$ cat src/rtl/parity_engine.sv
// rtl/parity_engine.sv - parity generator for TX bytes and serial parity checker with error counter
module parity_engine #(
  parameter int DATA_WIDTH    = 8,
  parameter int ERR_CNT_WIDTH = 8
) (
  input  logic                     clk,
  input  logic                     reset,
  input  logic                     parity_enable,
  input  logic [1:0]               parity_type,
  input  logic                     data_valid,
  input  logic [DATA_WIDTH-1:0]    parallel_data,
  output logic                     parity_bit,
  output logic                     parity_valid,
  input  logic                     frame_start,
  input  logic                     bit_valid,
  input  logic                     serial_bit,
  output logic                     busy,
  output logic                     check_done,
  output logic                     parity_error,
  output logic [ERR_CNT_WIDTH-1:0] err_count,
  input  logic                     err_count_clear
);

  localparam int CNT_W = $clog2(DATA_WIDTH + 1);
  localparam logic [CNT_W-1:0] LAST_BIT = CNT_W'(DATA_WIDTH - 1);

  typedef enum logic [1:0] {
    S_IDLE   = 2'd0,
    S_DATA   = 2'd1,
    S_PARITY = 2'd2,
    S_DONE   = 2'd3
  } state_t;

  state_t           state, state_next;
  logic             acc;
  logic [CNT_W-1:0] bit_cnt;
  logic             lat_enable;
  logic [1:0]       lat_type;
  logic             result_next;
  logic             done_entry;

  // Map the XOR of the data bits onto the selected parity mode
  function automatic logic apply_mode(input logic xor_in, input logic [1:0] mode);
    case (mode)
      2'b00:   apply_mode = xor_in;
      2'b01:   apply_mode = ~xor_in;
      2'b10:   apply_mode = 1'b1;
      default: apply_mode = 1'b0;
    endcase
  endfunction

  // TX generator: register parity of the offered byte, fully independent of the checker
  always_ff @(posedge clk) begin
    if (reset) begin
      parity_bit   <= 1'b0;
      parity_valid <= 1'b0;
    end else begin
      parity_valid <= data_valid & parity_enable;
      if (data_valid && parity_enable) begin
        parity_bit <= apply_mode(^parallel_data, parity_type);
      end
    end
  end

  // Checker state register
  always_ff @(posedge clk) begin
    if (reset) begin
      state <= S_IDLE;
    end else begin
      state <= state_next;
    end
  end

  // Checker next-state logic; frame_start restarts from any state
  always_comb begin
    state_next = state;
    if (frame_start) begin
      state_next = S_DATA;
    end else begin
      case (state)
        S_IDLE:   state_next = S_IDLE;
        S_DATA: begin
          if (bit_valid && (bit_cnt == LAST_BIT)) begin
            state_next = lat_enable ? S_PARITY : S_DONE;
          end
        end
        S_PARITY: begin
          if (bit_valid) begin
            state_next = S_DONE;
          end
        end
        default:  state_next = S_IDLE;
      endcase
    end
  end

  // Checker outputs decoded from the current state
  always_comb begin
    busy       = (state != S_IDLE);
    check_done = (state == S_DONE);
  end

  // Result of the frame being closed: only a received parity bit can flag an error
  always_comb begin
    result_next = 1'b0;
    if (state == S_PARITY) begin
      result_next = serial_bit ^ apply_mode(acc, lat_type);
    end
    done_entry = (state_next == S_DONE) && (state != S_DONE);
  end

  // Checker datapath: mode latch, running XOR, bit counter and held result
  always_ff @(posedge clk) begin
    if (reset) begin
      acc          <= 1'b0;
      bit_cnt      <= '0;
      lat_enable   <= 1'b0;
      lat_type     <= 2'b00;
      parity_error <= 1'b0;
    end else if (frame_start) begin
      acc        <= 1'b0;
      bit_cnt    <= '0;
      lat_enable <= parity_enable;
      lat_type   <= parity_type;
    end else begin
      if ((state == S_DATA) && bit_valid) begin
        acc     <= acc ^ serial_bit;
        bit_cnt <= bit_cnt + 1'b1;
      end
      if (done_entry) begin
        parity_error <= result_next;
      end
    end
  end

  // Saturating error counter, bumped while DONE shows an error; clear has priority
  always_ff @(posedge clk) begin
    if (reset) begin
      err_count <= '0;
    end else if (err_count_clear) begin
      err_count <= '0;
    end else if ((state == S_DONE) && parity_error && (err_count != {ERR_CNT_WIDTH{1'b1}})) begin
      err_count <= err_count + 1'b1;
    end
  end

endmodule

$ cat config.mk
export PLATFORM = sky130hd
export DESIGN_NAME = parity_engine
export DESIGN_NICKNAME = d
export VERILOG_FILES = /design/src/rtl/parity_engine.sv
export SDC_FILE = /design/constraint.sdc
export NUM_CORES = 1
export LEC_CHECK = 0
export CORE_MARGIN = 2
export CORE_UTILIZATION = 50
export CTS_CLUSTER_SIZE = 16
export DETAILED_ROUTE_END_ITERATION = 12
export HOLD_SLACK_MARGIN = 0.1
export PLACE_DENSITY = 0.86
export SLEW_MARGIN = 5
export SYNTH_ARGS = -nofsm -noshare
export SYNTH_HDL_FRONTEND = slang
export SYNTH_SLANG_ARGS = --single-unit
$ cat constraint.sdc
create_clock -name clk -period 2.5 [get_ports clk]
set_input_delay 0.25 -clock clk [delete_from_list [all_inputs] [get_ports clk]]
set_output_delay 0.25 -clock clk [all_outputs]
set_load 0.02 [all_outputs]
==> metrics, run 1 <==
status finished, final reports clean; fin crit period approximately 1.9 ns; IO Port Bufs 30; CTS tree yes; post-cts sizing count 0; final setup fails 0; EDFF count, synth 0; Max Slew Vio Count 0; synthesized area per cell 8.779 sq um; placed inst area ~1400 sq um; clock sinks 21; CTS buffer count 3; Netlist cell types 31; pwr/cell area 429.3 nW/um^2; area delta synth->final 32.24%; Yosys reg bits 21; # Post-CTS Setup Buffers 0; fillcell total between 100 and 150; FF-to-FF End parity_error$_SDFFE_PP0P_; Hold-fix buffers, CTS 0; worst setup path class reg2out; worst slew pin tran 0.3441 ns; reg-to-reg slack, setup 0.74 ns; post-synthesis sequential area ratio 0.3925; CP required about 2.3 ns; CTS Buffer Depth 2; DRT Pass-1 Iters 4; Max FO, Critical Path 4; final wirelength between 2000 and 2500 um; num rows 16; RSZ-0062 raised after global routing false; Setup crit end kind output port; synth top area cells dfxtp_1, xor2_1, ha_1; YS warnings 0; Root Buffer clkbuf_4; largest area contributor in the netlist dfxtp_1; initial antenna violation count 0; peak supply drop 0.2708 mV; hold crit path type reg2reg; multi-input logic area 616.8 sq um; Final ANT Viol Nets 0; Skew-Pair Late Insertion Delay 0.30 ns; crit path to busy; routed vias 962; Synth top area share 0.3925; Reg area about 420 sq um; GRT overflow 0; setup_tns 0 ns; Leak Pwr between 0.0005 and 0.0006 uW; post-synthesis async set-or-reset flop share 0; Diodes inserted 0; CP arrival 1.65 ns; worst setup path start state[0]$_SDFF_PP0_; die height 50.28 um; Register-to-Register Path Depth 6; H-tree Lvls 1; number of global-route vias before repair 901; NumNets Final about 180; Total Routing Usage GR 0.1883; Worst setup SP type register; hold depth 2; DRC Markers 0; Clock Skew 0.008175 ns; Primary FF master, synth dfxtp_1; Detailed Place HPWL between 1500 and 2000 um; Placeable Area 1982 sq um; DR iter-0 viols 16; Max-Cap Viols 0; RR Startpoint bit_cnt[0]$_SDFFE_PP0P_; final design utilization 0.7146; period utilization 0.7612; fmax 525.5 MHz; post-synthesis cell area 1071 sq um; Max-Slew Margin vs Limit 0.7699; largest net degree at the start of global routing 12; DIE AREA ~2500 sq um; routed len/inst between 10 and 15 um; clock slew at reported path FFs 0.12 ns; I/O pin cnt 31; WHS between 0.4 and 0.5 ns; global-route wire length before repair 3650 um; GPL Wtd Cong 0.8096; post-route cell area 1416 sq um; top-count cell post-synth dfxtp_1; Final Hold Fails 0; die width 50.28 um; share of cells above drive strength 1 0.02632; post-DR vias/cell 5.374; Synth Instances about 120; Syn Nets 146; list of most frequent post-synthesis cells dfxtp_1, nor2_1, xor2_1; Starting Density 0.5404
-- worst max-delay path, stage by stage, from the launching register on --
cell,delay [ns]
dfxtp_1,0.42
inv_1,0.10
ha_1,0.20
inv_1,0.05
clkdlybuf4s50_1,0.59
-- placed cells by master (no fill, tap or decap), types with 2 or more instances in the layout --
cell / instances
ha_1: 6
and2_1: 2
nor3_1: 2
nand4_1: 4
xnor2_1: 8
clkbuf_4: 3
dfxtp_1: 21
a21oi_1: 5
clkdlybuf4s50_1: 30
xor2_1: 10
nand2_1: 8
nand3_1: 6
a31oi_1: 2
nor2_1: 17
or2_1: 2
o21ai_1: 2
mux2i_1: 5
inv_1: 5
-- worst min-delay path by stage --
stage                            startpoint                       to  slack, ns
global route        lat_enable$_SDFFE_PP0P_  lat_enable$_SDFFE_PP0P_       0.53
global placement    bit_cnt[1]$_SDFFE_PP0P_  bit_cnt[1]$_SDFFE_PP0P_       0.47
detailed placement  bit_cnt[1]$_SDFFE_PP0P_  bit_cnt[1]$_SDFFE_PP0P_       0.48
floorplan                     parity_enable  lat_enable$_SDFFE_PP0P_       0.40
finish              bit_cnt[1]$_SDFFE_PP0P_  bit_cnt[1]$_SDFFE_PP0P_       0.50
CTS                 bit_cnt[1]$_SDFFE_PP0P_  bit_cnt[1]$_SDFFE_PP0P_       0.50
-- power by group --
group          internal, uW  leakage [uW]  switching (uW)
clock                  62.1     0.0000150             103
sequential              342      0.000170            4.53
combinational          54.3      0.000336            42.0
total                   458      0.000521             150
-- sequential cells by signal, summed over array words and instances, names as in the netlist --
signal / count
parity_error: 1
err_count: 8
lat_enable: 1
lat_type: 2
parity_bit: 1
parity_valid: 1
state: 2
acc: 1
bit_cnt: 4
-- metal layers --
layer  track usage  vias up  part of all wire
li1              -      478                 -
met1        0.2064      457              0.42
met3       0.03274        2             0.040
met4       0.09722        0             0.013
met5             0        -                 0
met2        0.3421       25              0.52
-- through the flow --
| step | total power, uW | setup WS [ns] | std cells |
|---|---|---|---|
| floorplan | 405.5 | 0.8855 | 122 |
| global placement | 446.7 | 0.5223 | 175 |
| detailed placement | 450.4 | 0.4988 | 175 |
| CTS | 612.9 | 0.5851 | 179 |
| global route | 636.8 | 0.5235 | 179 |
| finish | 608.0 | 0.5969 | 179 |
-- cell families after synthesis --
group           after synthesis  share of synthesized area
buf+inv                       9                    0.03154
fa+ha+maj                     6                    0.07009
flops                        21                     0.3925
mux                           5                    0.04673
simple gates                 48                     0.2243
compound gates               15                    0.08763
xor+xnor                     18                     0.1472
-- final cells by class --
class                           count  share of cell area
Sequential cell                    21              0.2968
Tap cell                           27             0.02385
Multi-Input combinational cell     92              0.4355
Inverter                            5             0.01325
Timing Repair Buffer               30              0.2120
Clock buffer                        4             0.01855
No activity file was read; power rests on OpenSTA's default activity.
==> run 2, diff against run 1 <==
--- a/config.mk
+++ b/config.mk
@@ -6,11 +6,11 @@
 export NUM_CORES = 1
 export LEC_CHECK = 0
 export CORE_MARGIN = 2
-export CORE_UTILIZATION = 50
+export CORE_UTILIZATION = 46
 export CTS_CLUSTER_SIZE = 16
 export DETAILED_ROUTE_END_ITERATION = 12
 export HOLD_SLACK_MARGIN = 0.1
-export PLACE_DENSITY = 0.86
+export PLACE_DENSITY = 0.8
 export SLEW_MARGIN = 5
 export SYNTH_ARGS = -nofsm -noshare
 export SYNTH_HDL_FRONTEND = slang
==> constraint.sdc (replaced) <==
create_clock -name clk -period 1.9 [get_ports clk]
set_input_delay 0.19 -clock clk [delete_from_list [all_inputs] [get_ports clk]]
set_output_delay 0.19 -clock clk [all_outputs]
set_load 0.02 [all_outputs]
==> run 2 against run 1 <==
  * Final cell count increased by 2.8%
  * Non-clock buffer count is 4 higher
  * Register-to-register slack worse by 0.60 ns
  * Worst hold slack worse by 0.0058 ns
  * Via count down 0.31%
==> metrics, run 2 (synthesis gave the netlist of run 1 again) <==
status finished, final reports clean; routed vias 959 (-0.31%); Setup crit end kind output port; initial antenna violation count 0 (unchanged); Max-Slew Margin vs Limit 0.7625 (-0.007367); Detailed Place HPWL 1698 um (+0.98%); pwr/cell area 552.9 nW/um^2 (+29%); RR Startpoint bit_cnt[1]$_SDFFE_PP0P_; DIE AREA 2730 sq um (+8.0%); Clock power frac 0.268 (-0.004); worst slew pin tran 0.3516 ns (+0.007496 ns); die width 52.25 um (+3.9%); hold path start bit_cnt[1]$_SDFFE_PP0P_; critical path's slowest cell clkdlybuf4s50_1; CTS tree yes; most frequent cells in the layout clkdlybuf4s50_1, dfxtp_1, nor2_1; Diodes inserted 0 (unchanged); worst setup path start state[0]$_SDFF_PP0_; cell mode on critical path inv_1; I/O pin cnt 31 (unchanged); DR iter-0 viols 7 (-9); Clock Skew 0.007896 ns (-0.0002782 ns); CTS Buffer Depth 2 (unchanged); # Post-CTS Setup Buffers 0 (unchanged); RSZ-0062 raised after global routing false; Max Slew Vio Count 0 (unchanged); final wirelength 2144 um (+2.1%); Max FO, Critical Path 4 (unchanged); most common cell after layout, fill and taps aside clkdlybuf4s50_1; hold crit path type reg2reg; max incr delay on CP 0.59 ns (about the same); GRT overflow 0 (unchanged); fmax 548.5 MHz; DRT Pass-1 Iters 4 (unchanged); Total Routing Usage GR 0.1790 (-0.009227); internal power 607.5 uW (+33%); routed len/inst 11.65 um (-0.63%); Tot Pwr 801.1 uW (+32%); Leak Pwr 0.0005402 uW (+3.7%); Final ANT Viol Nets 0 (unchanged); area delta synth->final 35.28%; final setup fails 0 (unchanged); CTS buffer count 3 (unchanged); NumNets Final 181 (+2.3%); global-route wire length before repair 3574 um (-2.1%); Worst setup SP type register; largest net degree at the start of global routing 12 (unchanged); clock sinks 21 (unchanged); share of cells above drive strength 1 0.05769 (+0.03138); Hold-fix buffers, CTS 0 (unchanged); worst setup path class reg2out; DRC Markers 0 (unchanged); peak supply drop 0.3981 mV (+47%); CP required 1.71 ns (-0.54 ns); Root Buffer clkbuf_4; cell family with most CP delay buffers and inverters; number of global-route vias before repair 889 (-1.3%); H-tree Lvls 1 (unchanged); CP arrival 1.63 ns (-0.02 ns); largest register by flop count err_count; GPL Wtd Cong 0.7874 (-2.7%); num rows 17 (+1); switching power 193.6 uW (+29%); number of flip-flops in the largest register 8 (unchanged); die height 52.25 um (+3.9%); clock slew at reported path FFs 0.12 ns (about the same); Starting Density 0.4842 (-0.05624); IO Port Bufs 30 (unchanged); Skew-Pair Late Insertion Delay 0.30 ns (about the same); Sw Ratio 0.2416 (-0.005048); Max-Cap Viols 0 (unchanged); Buf/Inv on CP 3 (unchanged); CP Cell Sequence inv_1 -> ha_1 -> inv_1 -> clkdlybuf4s50_1; fin crit period 1.823 ns; period utilization 0.9595; post-DR vias/cell 5.212 (-3.0%); Combinational Power Share 0.163 (+0.005); Placeable Area 2212 sq um (+12%); largest registers err_count x8, bit_cnt x4; Seq pwr share 0.569 (about the same); setup_tns 0 ns (unchanged); Final Hold Fails 0 (unchanged)
run 2: cell count changes in the layout (fill, tap and decap cells not counted):
| cell | change |
|---|---|
| dfxtp_1 | -1 |
| dfxtp_2 | +1 |
| buf_4 | +4 |
run 2: area by class of cell:
cell class | count | area (sq um)
timing repair buffer | 34 | 330.3
inverter | 5 | 18.77
sequential | 21 | 421.7
multi-input combinational | 92 | 616.8
clock buffer | 4 | 26.28
fill | 202 | 763.2
tap | 28 | 35.03
run 2: repair_timing:
item	CTS	global route
endpoints found under the setup margin	0	1
endpoints found under the hold margin	0	0
resized for setup	0	1
run 2: worst paths after layout:
kind,cells past startpoint,end,slack (ns)
min,2,bit_cnt[1]$_SDFFE_PP0P_,0.49
min reg2reg,2,bit_cnt[1]$_SDFFE_PP0P_,0.49
max reg2reg,6,parity_error$_SDFFE_PP0P_,0.14
max,4,busy,0.08
run 2: power groups by stage:
stage | Combinational [uW] | Clock (uW) | Sequential [uW]
after global routing | 143 | 243 | 457
after global placement | 129 | 0 | 465
after floorplan | 65.5 | 0 | 468
after detailed placement | 132 | 0 | 465
final | 131 | 215 | 455
after CTS | 132 | 222 | 456
run 2: through the flow:
| step | setup slack (ns) | util | hold WS, ns | instances | cell area (sq um) |
|---|---|---|---|---|---|
| 6_report | 0.07686 | 0.6550 | 0.4896 | 184 | 1449 |
| 5_1_grt | 0.01270 | 0.6550 | 0.5266 | 184 | 1449 |
| 4_1_cts | 0.06319 | 0.6544 | 0.4891 | 184 | 1448 |
| 3_5_place_dp | 0.004363 | 0.6425 | 0.4716 | 180 | 1421 |
| 3_3_place_gp | 0.08817 | 0.6425 | 0.4674 | 180 | 1421 |
| 2_1_floorplan | 0.2855 | - | 0.3371 | 122 | 1071 |
run 2: worst reg2reg max path, delay by kind of cell, from the launching register on:
kind	cells	cell delay (ns)
AOI/OAI and AO/OA	3	0.49
adders and majority gates	1	0.18
DFF	1	0.37
and+or+nand+nor	2	0.66
run 2: per-layer routing:
| metal | wire length (um) | share of wire | up-vias | global-route usage |
|---|---|---|---|---|
| met1 | 934 | 0.44 | 442 | 0.2165 |
| li1 | - | - | 484 | - |
| met3 | 84 | 0.039 | 4 | 0.02571 |
| met4 | 35 | 0.016 | 0 | 0.1068 |
| met2 | 1090 | 0.51 | 29 | 0.2996 |
| met5 | 0 | 0 | - | 0 |
